===== src/rtl/seg_scan_ctrl.sv =====
// seg_scan_ctrl: drives one shared BCD-to-7-segment decoder across NUM_DIGITS common-anode digits,
// with a double-buffered digit image and an all-anodes-off guard gap at every digit switch.
// Build option: define LZ_SUPPRESS_EN to enable leading-zero suppression.
module seg_scan_ctrl #(
  parameter int NUM_DIGITS   = 4,
  parameter int PRESCALE     = 50000,
  parameter int GUARD_CYCLES = 16
) (
  input  logic                    clk,
  input  logic                    reset,
  input  logic                    enable,
  input  logic                    load,
  input  logic [4*NUM_DIGITS-1:0] digits_in,
  input  logic [NUM_DIGITS-1:0]   blank_in,
  output logic [3:0]              num,
  output logic [NUM_DIGITS-1:0]   digit_sel_n,
  output logic                    frame_tick,
  output logic                    pending
);

  localparam int CW = $clog2(PRESCALE);
  localparam int IW = $clog2(NUM_DIGITS);
  localparam logic [CW-1:0] CNT_LAST = CW'(PRESCALE - 1);
  localparam logic [CW-1:0] GRD_LAST = CW'(GUARD_CYCLES - 1);
  localparam logic [IW-1:0] IDX_LAST = IW'(NUM_DIGITS - 1);

  typedef enum logic [1:0] {IDLE, GUARD, SHOW} state_t;

  state_t                  state_q, state_d;
  logic [CW-1:0]           cnt_q, cnt_d;
  logic [IW-1:0]           idx_q, idx_d;
  logic [4*NUM_DIGITS-1:0] act_code, sh_code;
  logic [NUM_DIGITS-1:0]   act_blank, sh_blank;
  logic [NUM_DIGITS-1:0]   supp;
  logic [NUM_DIGITS-1:0]   sel_d;
  logic                    frame_end;
  logic                    commit;

  // Per-digit "anode must stay dark" flags, evaluated from the active image only.
  // NOTE: every variable written in always_comb gets a default first, so no latch is inferred.
  always_comb begin
    logic [3:0] c;
`ifdef LZ_SUPPRESS_EN
    logic lead;
    lead = 1'b1;
`endif
    c    = 4'd0;
    supp = '0;
    for (int k = NUM_DIGITS - 1; k >= 0; k--) begin
      c       = act_code[4*k +: 4];
      supp[k] = act_blank[k] || (c > 4'd9);
`ifdef LZ_SUPPRESS_EN
      if (k != 0 && lead && c == 4'd0) supp[k] = 1'b1;
      lead = lead && (c == 4'd0 || act_blank[k]);
`endif
    end
  end

  assign frame_end = (state_q == SHOW) && (cnt_q == CNT_LAST) && (idx_q == IDX_LAST);
  assign commit    = pending && (frame_end || state_q == IDLE);

  always_comb begin
    state_d = state_q;
    cnt_d   = cnt_q;
    idx_d   = idx_q;
    case (state_q)
      IDLE: begin
        state_d = GUARD;
        cnt_d   = '0;
        idx_d   = '0;
      end
      GUARD: begin
        cnt_d = cnt_q + 1'b1;
        if (cnt_q == GRD_LAST) state_d = SHOW;
      end
      SHOW: begin
        if (cnt_q == CNT_LAST) begin
          cnt_d   = '0;
          idx_d   = (idx_q == IDX_LAST) ? '0 : idx_q + 1'b1;
          state_d = GUARD;
        end else begin
          cnt_d = cnt_q + 1'b1;
        end
      end
      default: state_d = IDLE;
    endcase
    // Dropping enable overrides everything: go dark and restart the scan from digit 0.
    if (!enable) begin
      state_d = IDLE;
      cnt_d   = '0;
      idx_d   = '0;
    end
  end

  always_comb begin
    sel_d = '1;
    if (enable && state_q == SHOW && !supp[idx_q]) sel_d[idx_q] = 1'b0;
  end

  // NOTE: sequential state uses non-blocking assignments only; the digit buffers are
  // reset too, so the display never shows power-up garbage.
  always_ff @(posedge clk or posedge reset) begin
    if (reset) begin
      state_q     <= IDLE;
      cnt_q       <= '0;
      idx_q       <= '0;
      act_code    <= '0;
      act_blank   <= '0;
      sh_code     <= '0;
      sh_blank    <= '0;
      pending     <= 1'b0;
      num         <= 4'd0;
      digit_sel_n <= '1;
      frame_tick  <= 1'b0;
    end else begin
      state_q <= state_d;
      cnt_q   <= cnt_d;
      idx_q   <= idx_d;
      if (commit) begin
        act_code  <= sh_code;
        act_blank <= sh_blank;
      end
      // A load coincident with a commit still lands in the shadow, so pending stays set.
      if (load) begin
        sh_code  <= digits_in;
        sh_blank <= blank_in;
        pending  <= 1'b1;
      end else if (commit) begin
        pending <= 1'b0;
      end
      num         <= act_code[4*idx_q +: 4];
      digit_sel_n <= sel_d;
      frame_tick  <= (state_d == SHOW) && (cnt_d == CNT_LAST) && (idx_d == IDX_LAST);
    end
  end

endmodule


===== config.mk =====
export PLATFORM = sky130hd
export DESIGN_NAME = seg_scan_ctrl
export DESIGN_NICKNAME = d
export VERILOG_FILES = /design/src/rtl/seg_scan_ctrl.sv
export SDC_FILE = /design/constraint.sdc
export NUM_CORES = 1
export LEC_CHECK = 0
export CELL_PAD_IN_SITES_DETAIL_PLACEMENT = 1
export CELL_PAD_IN_SITES_GLOBAL_PLACEMENT = 2
export CORE_AREA = 2 2 95 97
export DETAILED_ROUTE_END_ITERATION = 8
export DIE_AREA = 0 0 97 99
export PLACE_DENSITY = 0.88
export SLEW_MARGIN = 20
export SYNTH_ARGS = -nofsm -noshare
export SYNTH_HDL_FRONTEND = slang
export SYNTH_SLANG_ARGS = --single-unit

===== constraint.sdc =====
create_clock -name clk -period 6.9 [get_ports clk]
set_input_delay 0.69 -clock clk [delete_from_list [all_inputs] [get_ports clk]]
set_output_delay 0.69 -clock clk [all_outputs]
set_load 0.05 [all_outputs]

==> results of run 1 <==
[cell families (layout without fill, tap and decap cells)]
family | Yosys count | count (layout)
compound gates | 31 | 31
mux | 48 | 48
simple gates | 92 | 92
flops | 70 | 70
xor+xnor | 18 | 18
fa+ha+maj | 5 | 5
buf+inv | 26 | 57
[where the power goes]
group | switching, mW | leakage [nW] | internal, mW | total [mW]
Clock | 0.174 | 0.112 | 0.209 | 0.384
Combinational | 0.0550 | 0.647 | 0.0741 | 0.129
Sequential | 0.0298 | 0.859 | 0.451 | 0.480
Total | 0.259 | 1.62 | 0.734 | 0.993
[Yosys cell counts (all sizes together) (6+ instances only)]
library cell | n | area (um^2)
dfrtp | 66 | 1652
clkbuf | 8 | 52.55
mux2 | 40 | 525.5
o21ai | 9 | 45.04
buf | 12 | 103.9
nor2 | 22 | 82.58
nand2 | 19 | 73.82
xnor2 | 13 | 113.9
nand3 | 6 | 30.03
inv | 6 | 22.52
nand4 | 7 | 43.79
nor3 | 10 | 50.05
[through the flow]
stage / power [mW] / area (um^2) / std cells / worst slack (ps) / utilization (%)
after floorplan: 0.5709 / 3550 / 290 / 4420 / -
after global placement: 0.6114 / 3881 / 413 / 4141 / 45.39
after detailed placement: 0.6183 / 3881 / 413 / 4030 / 45.39
after CTS: 1.010 / 4110 / 429 / 4021 / 48.07
after global routing: 1.038 / 4110 / 429 / 3878 / 48.07
final: 0.9932 / 4110 / 429 / 4066 / 48.07
[worst register-to-register path, stage by stage (launching register included)]
cell and delay [ps]:
dfrtp_1 550, or4b_4 540, nor4_4 490, nand2_2 150, a211oi_4 250, buf_4 380
mux2_4 360
[routing by layer]
| layer | wire length (um) | part of all wire [%] | vias up |
|---|---|---|---|
| li1 | - | - | 1087 |
| met1 | 3261 | 42 | 1197 |
| met2 | 4013 | 52 | 41 |
| met3 | 227 | 3.0 | 14 |
| met4 | 174 | 2.3 | 0 |
| met5 | 0 | 0 | - |
[flip-flops by register name, indices dropped and copies added, names as in the netlist]
register and flops:
act_blank 4, act_code 16, cnt_q 16, digit_sel_n 4, frame_tick 1, idx_q 2, num 4, pending 1
sh_blank 4, sh_code 16, state_q 2
[final cells by class]
type / count / area share [%]
multi-input combinational: 194 / 39.45
tap: 108 / 3.288
clock inverter: 7 / 2.557
inverter: 6 / 0.5479
sequential: 70 / 42.74
timing repair buffer: 35 / 8.402
clock buffer: 9 / 3.014
[final timing paths]
kind / startpoint / end / cells after the start
min in group asynchronous: reset / sh_blank[1]$_DFFE_PP0P_ / 3
setup reg to reg: cnt_q[3]$_DFF_PP0_ / act_code[4]$_DFFE_PP0P_ / 6
setup / recovery: cnt_q[3]$_DFF_PP0_ / act_code[4]$_DFFE_PP0P_ / 6
hold reg to reg: sh_blank[0]$_DFFE_PP0P_ / act_blank[0]$_DFFE_PP0P_ / 1
max in group asynchronous: reset / idx_q[1]$_DFF_PP0_ / 3
hold / removal: sh_blank[0]$_DFFE_PP0P_ / act_blank[0]$_DFFE_PP0P_ / 1
==> impl_metrics.json, run 1 <==
{
  "status": "finished, final reports clean",
  "syn_to_final_growth_pct": 15.79,
  "synthXorXnorAreaFrac_pct": 4.441,
  "port_buffers": 33,
  "rsz0062_at_grt": "false",
  "die_h_um": 99,
  "fillCellCount": 901,
  "end_kind": "flop",
  "grt_util_met2_pct": 29.70,
  "gr-usage-met1_pct": 21.07,
  "std_cell_rows": 34,
  "root_buffer": "clkbuf_8",
  "cp.arrival_ps": 3070,
  "ys_types": 56,
  "synth_compound_area_share_pct": 6.486,
  "vias_per_cell": 5.452,
  "dr.first_iter.drc_count": 95,
  "grt_use_total_pct": 17.25,
  "hold_path.class": "reg2reg",
  "drive_gt1_share_pct": 24.92,
  "core_area_mm2": 0.008551,
  "cts_hold_buf": 0,
  "cts_buffers": 9,
  "path_clk_slew_ps": 80,
  "critical_path.max_fanout": 20,
  "synth_edf_count": 0,
  "num_vias": 2339,
  "synth_top_family_by_area": "multiplexers",
  "grt_max_degree": 71,
  "hold_slack_ps": 504.5,
  "grt_pass1_vias": 2513,
  "seqCellArea_mm2": 0.001757,
  "tightest_slew_ps": 944.8,
  "place_congestion": 0.7740,
  "cts_tree": "built",
  "cts.sinks": 70,
  "synthCells": 290,
  "clk_latency_ps": 350,
  "post-route-period-util_pct": 41.07,
  "critPathTopFamily": "simple AND/OR/NAND/NOR gates",
  "finalSetupViolCount": 0,
  "path_class": "reg2reg",
  "antenna_found_initial": 0,
  "final_cell_mix": "dfrtp_1, clkdlybuf4s50_1, nor2_1, mux2_4, mux2_2",
  "top_usage_layer": "met2",
  "synth_area_mm2": 0.003550,
  "clock-skew-final_ps": 8.073,
  "reg2reg_slack_ps": 4070,
  "path_buf_inv": 1,
  "cellPowerDensity_mw_per_mm2": 241.6,
  "ir_drop_v": 0.0001408,
  "async_flop_share_pct": 100.0,
  "num_antenna_cells": 0,
  "final_common_cell": "dfrtp_1",
  "period_needed_ps": 2834,
  "cts_setup_buffers": 0,
  "cts_resized": 0,
  "synthMuxAreaShare_pct": 18.47,
  "cap_violations": 0,
  "critPathMaxStageDelay_ps": 550,
  "htree_levels": 3,
  "start_kind": "flop",
  "power_leakage_nw": 1.618,
  "synthAdderAreaFrac_pct": 1.762,
  "synth-simple-area-share_pct": 14.31,
  "slew_violations": 0,
  "crit_chain": "or4b_4 > nor4_4 > nand2_2 > a211oi_4 > buf_4 > mux2_4",
  "gr-total-overflow": 0,
  "postSynthNetCount": 319,
  "ant_nets": 0,
  "drt-wirelength-per-cell_um": 17.89,
  "clk_path_buf_depth": 2,
  "cp.required_ps": 7140,
  "start_util_pct": 41.51,
  "synth.yosys.warnings": 0,
  "fin_setup_tns_ps": 0,
  "relSlewSlack_pct": 36.82,
  "multi_input_comb_area_mm2": 0.001622,
  "die_w_um": 97,
  "drc": 0,
  "worst_path_max_delay_cell": "dfrtp_1",
  "fin_nets": 345,
  "synth_ff_type": "dfrtp_1",
  "avgSynthCellArea_um2": 12.24,
  "yosysSeqAreaShare_pct": 49.49,
  "first_pass_iters": 4,
  "drt_wl_total_um": 7676,
  "dpl.hpwl_um": 5276,
  "ios": 34,
  "grt_use_met3_pct": 3.121,
  "synth_seq_cells": 70,
  "fmax_mhz": 352.9,
  "grt_first_pass_wirelength_um": 12850,
  "die_area_mm2": 0.009603,
  "hold_viol_final": 0
}
Note: power is estimated with default switching activity, not from simulation.
==> inputs of run 2 (changes only) <==
CORE_AREA = 2 2 99 101   (was 2 2 95 97)
DIE_AREA = 0 0 101 103   (was 0 0 97 99)
PLACE_DENSITY = 0.82   (was 0.88)
clock period = 2.9 ns   (was 6.9 ns; I/O delays follow)
==> impl_metrics.json, run 2 (synthesized netlist as in run 1, its figures left out) <==
{
  "r2r_start": "cnt_q[3]$_DFF_PP0_",
  "critical_path.max_fanout": 20,
  "drt-wirelength-per-cell_um": 16.98,
  "rr_endpoint": "act_code[5]$_DFFE_PP0P_",
  "std_cell_rows": 36,
  "crit_chain": "or4b_4 > nor4_4 > nand2_2 > a211oi_4 > buf_12 > mux2_4",
  "power_leakage_nw": 1.643,
  "clk_path_buf_depth": 2,
  "critPathCapture": "act_code[5]$_DFFE_PP0P_",
  "num_antenna_cells": 0,
  "ant_nets": 0,
  "post-route-period-util_pct": 85.66,
  "clk_latency_ps": 350,
  "hold_viol_final": 0,
  "cts_resized": 0,
  "drt_wl_total_um": 7523,
  "path_class": "reg2reg",
  "finalSetupViolCount": 0,
  "start_kind": "flop",
  "antenna_found_initial": 0,
  "setup_slack_ps": 415.9,
  "crit_cells": 6,
  "placedInstanceArea_mm2": 0.003961,
  "die_area_mm2": 0.01040,
  "ios": 34,
  "path_clk_slew_ps": 70,
  "crit_start": "cnt_q[3]$_DFF_PP0_",
  "fin_nets": 353,
  "cp.arrival_ps": 2710,
  "cap_violations": 0,
  "die_w_um": 101,
  "end_kind": "flop",
  "relSlewSlack_pct": 37.86,
  "drc": 0,
  "final_cell_mix": "dfrtp_1, clkdlybuf4s50_1, nor2_1, mux2_4, mux2_2",
  "period_needed_ps": 2484,
  "grt_max_degree": 37,
  "die_h_um": 103,
  "critPathMaxStageDelay_ps": 540,
  "worst_path_max_delay_cell": "or4b_4",
  "place_congestion": 0.8650,
  "cts_setup_buffers": 0,
  "cellPowerDensity_mw_per_mm2": 540.0,
  "gr-total-overflow": 0,
  "drive_gt1_share_pct": 26.44,
  "vias_per_cell": 5.260,
  "syn_to_final_growth_pct": 17.20,
  "htree_levels": 3,
  "cp.required_ps": 3120,
  "reg2reg_slack_ps": 420,
  "dp_cells": 427,
  "fin_setup_tns_ps": 0,
  "fmax_mhz": 402.6,
  "hold_path.class": "in2async",
  "top_regs": "act_code: 16 flops, cnt_q: 16 flops, sh_code: 16 flops",
  "critPathTopFamily": "simple AND/OR/NAND/NOR gates",
  "start_util_pct": 37.53,
  "layout.cells.non_filler": 443,
  "final_common_cell": "dfrtp_1",
  "root_buffer": "clkbuf_8",
  "port_buffers": 33,
  "cts_hold_buf": 0,
  "grt_pass1_vias": 2501,
  "first_pass_iters": 4,
  "tightest_slew_ps": 929.1,
  "preCtsSetupSlack_ps": 416.5,
  "r2r_cells": 6,
  "cts_tree": "built",
  "slew_violations": 0,
  "core_area_mm2": 0.009459,
  "dr.first_iter.drc_count": 111,
  "clock-skew-final_ps": 16.32,
  "grt_first_pass_wirelength_um": 12850,
  "path_buf_inv": 1,
  "cts_buffers": 9,
  "ir_drop_v": 0.0002387,
  "rsz0062_at_grt": "false",
  "dpl.hpwl_um": 5489,
  "cts.sinks": 70,
  "stdcell_area_mm2": 0.004160,
  "status": "finished, final reports clean",
  "hold_slack_ps": 156.9,
  "num_vias": 2330,
  "grt_use_total_pct": 15.96
}
-- run 2: changes by cell type in the layout (fill, tap and decap cells not counted) --
cell / before / now
buf_12: 0 / 1
inv_6: 2 / 1
clkinv_4: 1 / 2
inv_8: 1 / 0
clkinvlp_4: 1 / 2
buf_4: 2 / 9
clkbuf_1: 0 / 1
bufinv_16: 2 / 1
-- run 2: layer usage --
layer	routed length [um]	GRT usage, %
met2	3721	26.05
met3	191	2.847
met5	0	0
met1	3502	21.59
met4	107	5.509
-- run 2: area by class of cell --
| class | count | area (um^2) |
|---|---|---|
| Sequential cell | 70 | 1757 |
| Clock buffer | 10 | 127.6 |
| Tap cell | 114 | 142.6 |
| Clock inverter | 6 | 71.32 |
| Multi-Input combinational cell | 194 | 1622 |
| Timing Repair Buffer | 43 | 417.9 |
| Inverter | 6 | 22.52 |
| Fill cell | 1028 | 5299 |
-- run 2: report_power, final --
group          internal, mW  switching [mW]  total, mW
combinational         0.181           0.133      0.314
clock                 0.404           0.393      0.796
sequential             1.07          0.0638       1.14
total                  1.66           0.589       2.25
-- run 2: worst reg2reg max path, stage by stage, from the launching register on --
cell	delay, ps
dfrtp_1	530
or4b_4	540
nor4_4	330
nand2_2	120
a211oi_4	290
buf_12	230
mux2_4	330
-- run 2: worst min path at each step --
stage	slack (ps)	startpoint	endpoint
after floorplan	410	enable	state_q[1]$_DFF_PP0_
after global placement	490	sh_code[8]$_DFFE_PP0P_	act_code[8]$_DFFE_PP0P_
after detailed placement	500	sh_code[13]$_DFFE_PP0P_	act_code[13]$_DFFE_PP0P_
after CTS	170	reset	cnt_q[0]$_DFF_PP0_
after global routing	160	reset	cnt_q[0]$_DFF_PP0_
final	160	reset	cnt_q[0]$_DFF_PP0_
-- run 2: through the flow --
step                      utilization (%)  total power, mW
after global routing                43.98            2.355
after detailed placement            41.88            1.477
final                               43.98            2.246
after global placement              41.88            1.460
after floorplan                         -            1.358
after CTS                           43.98            2.274
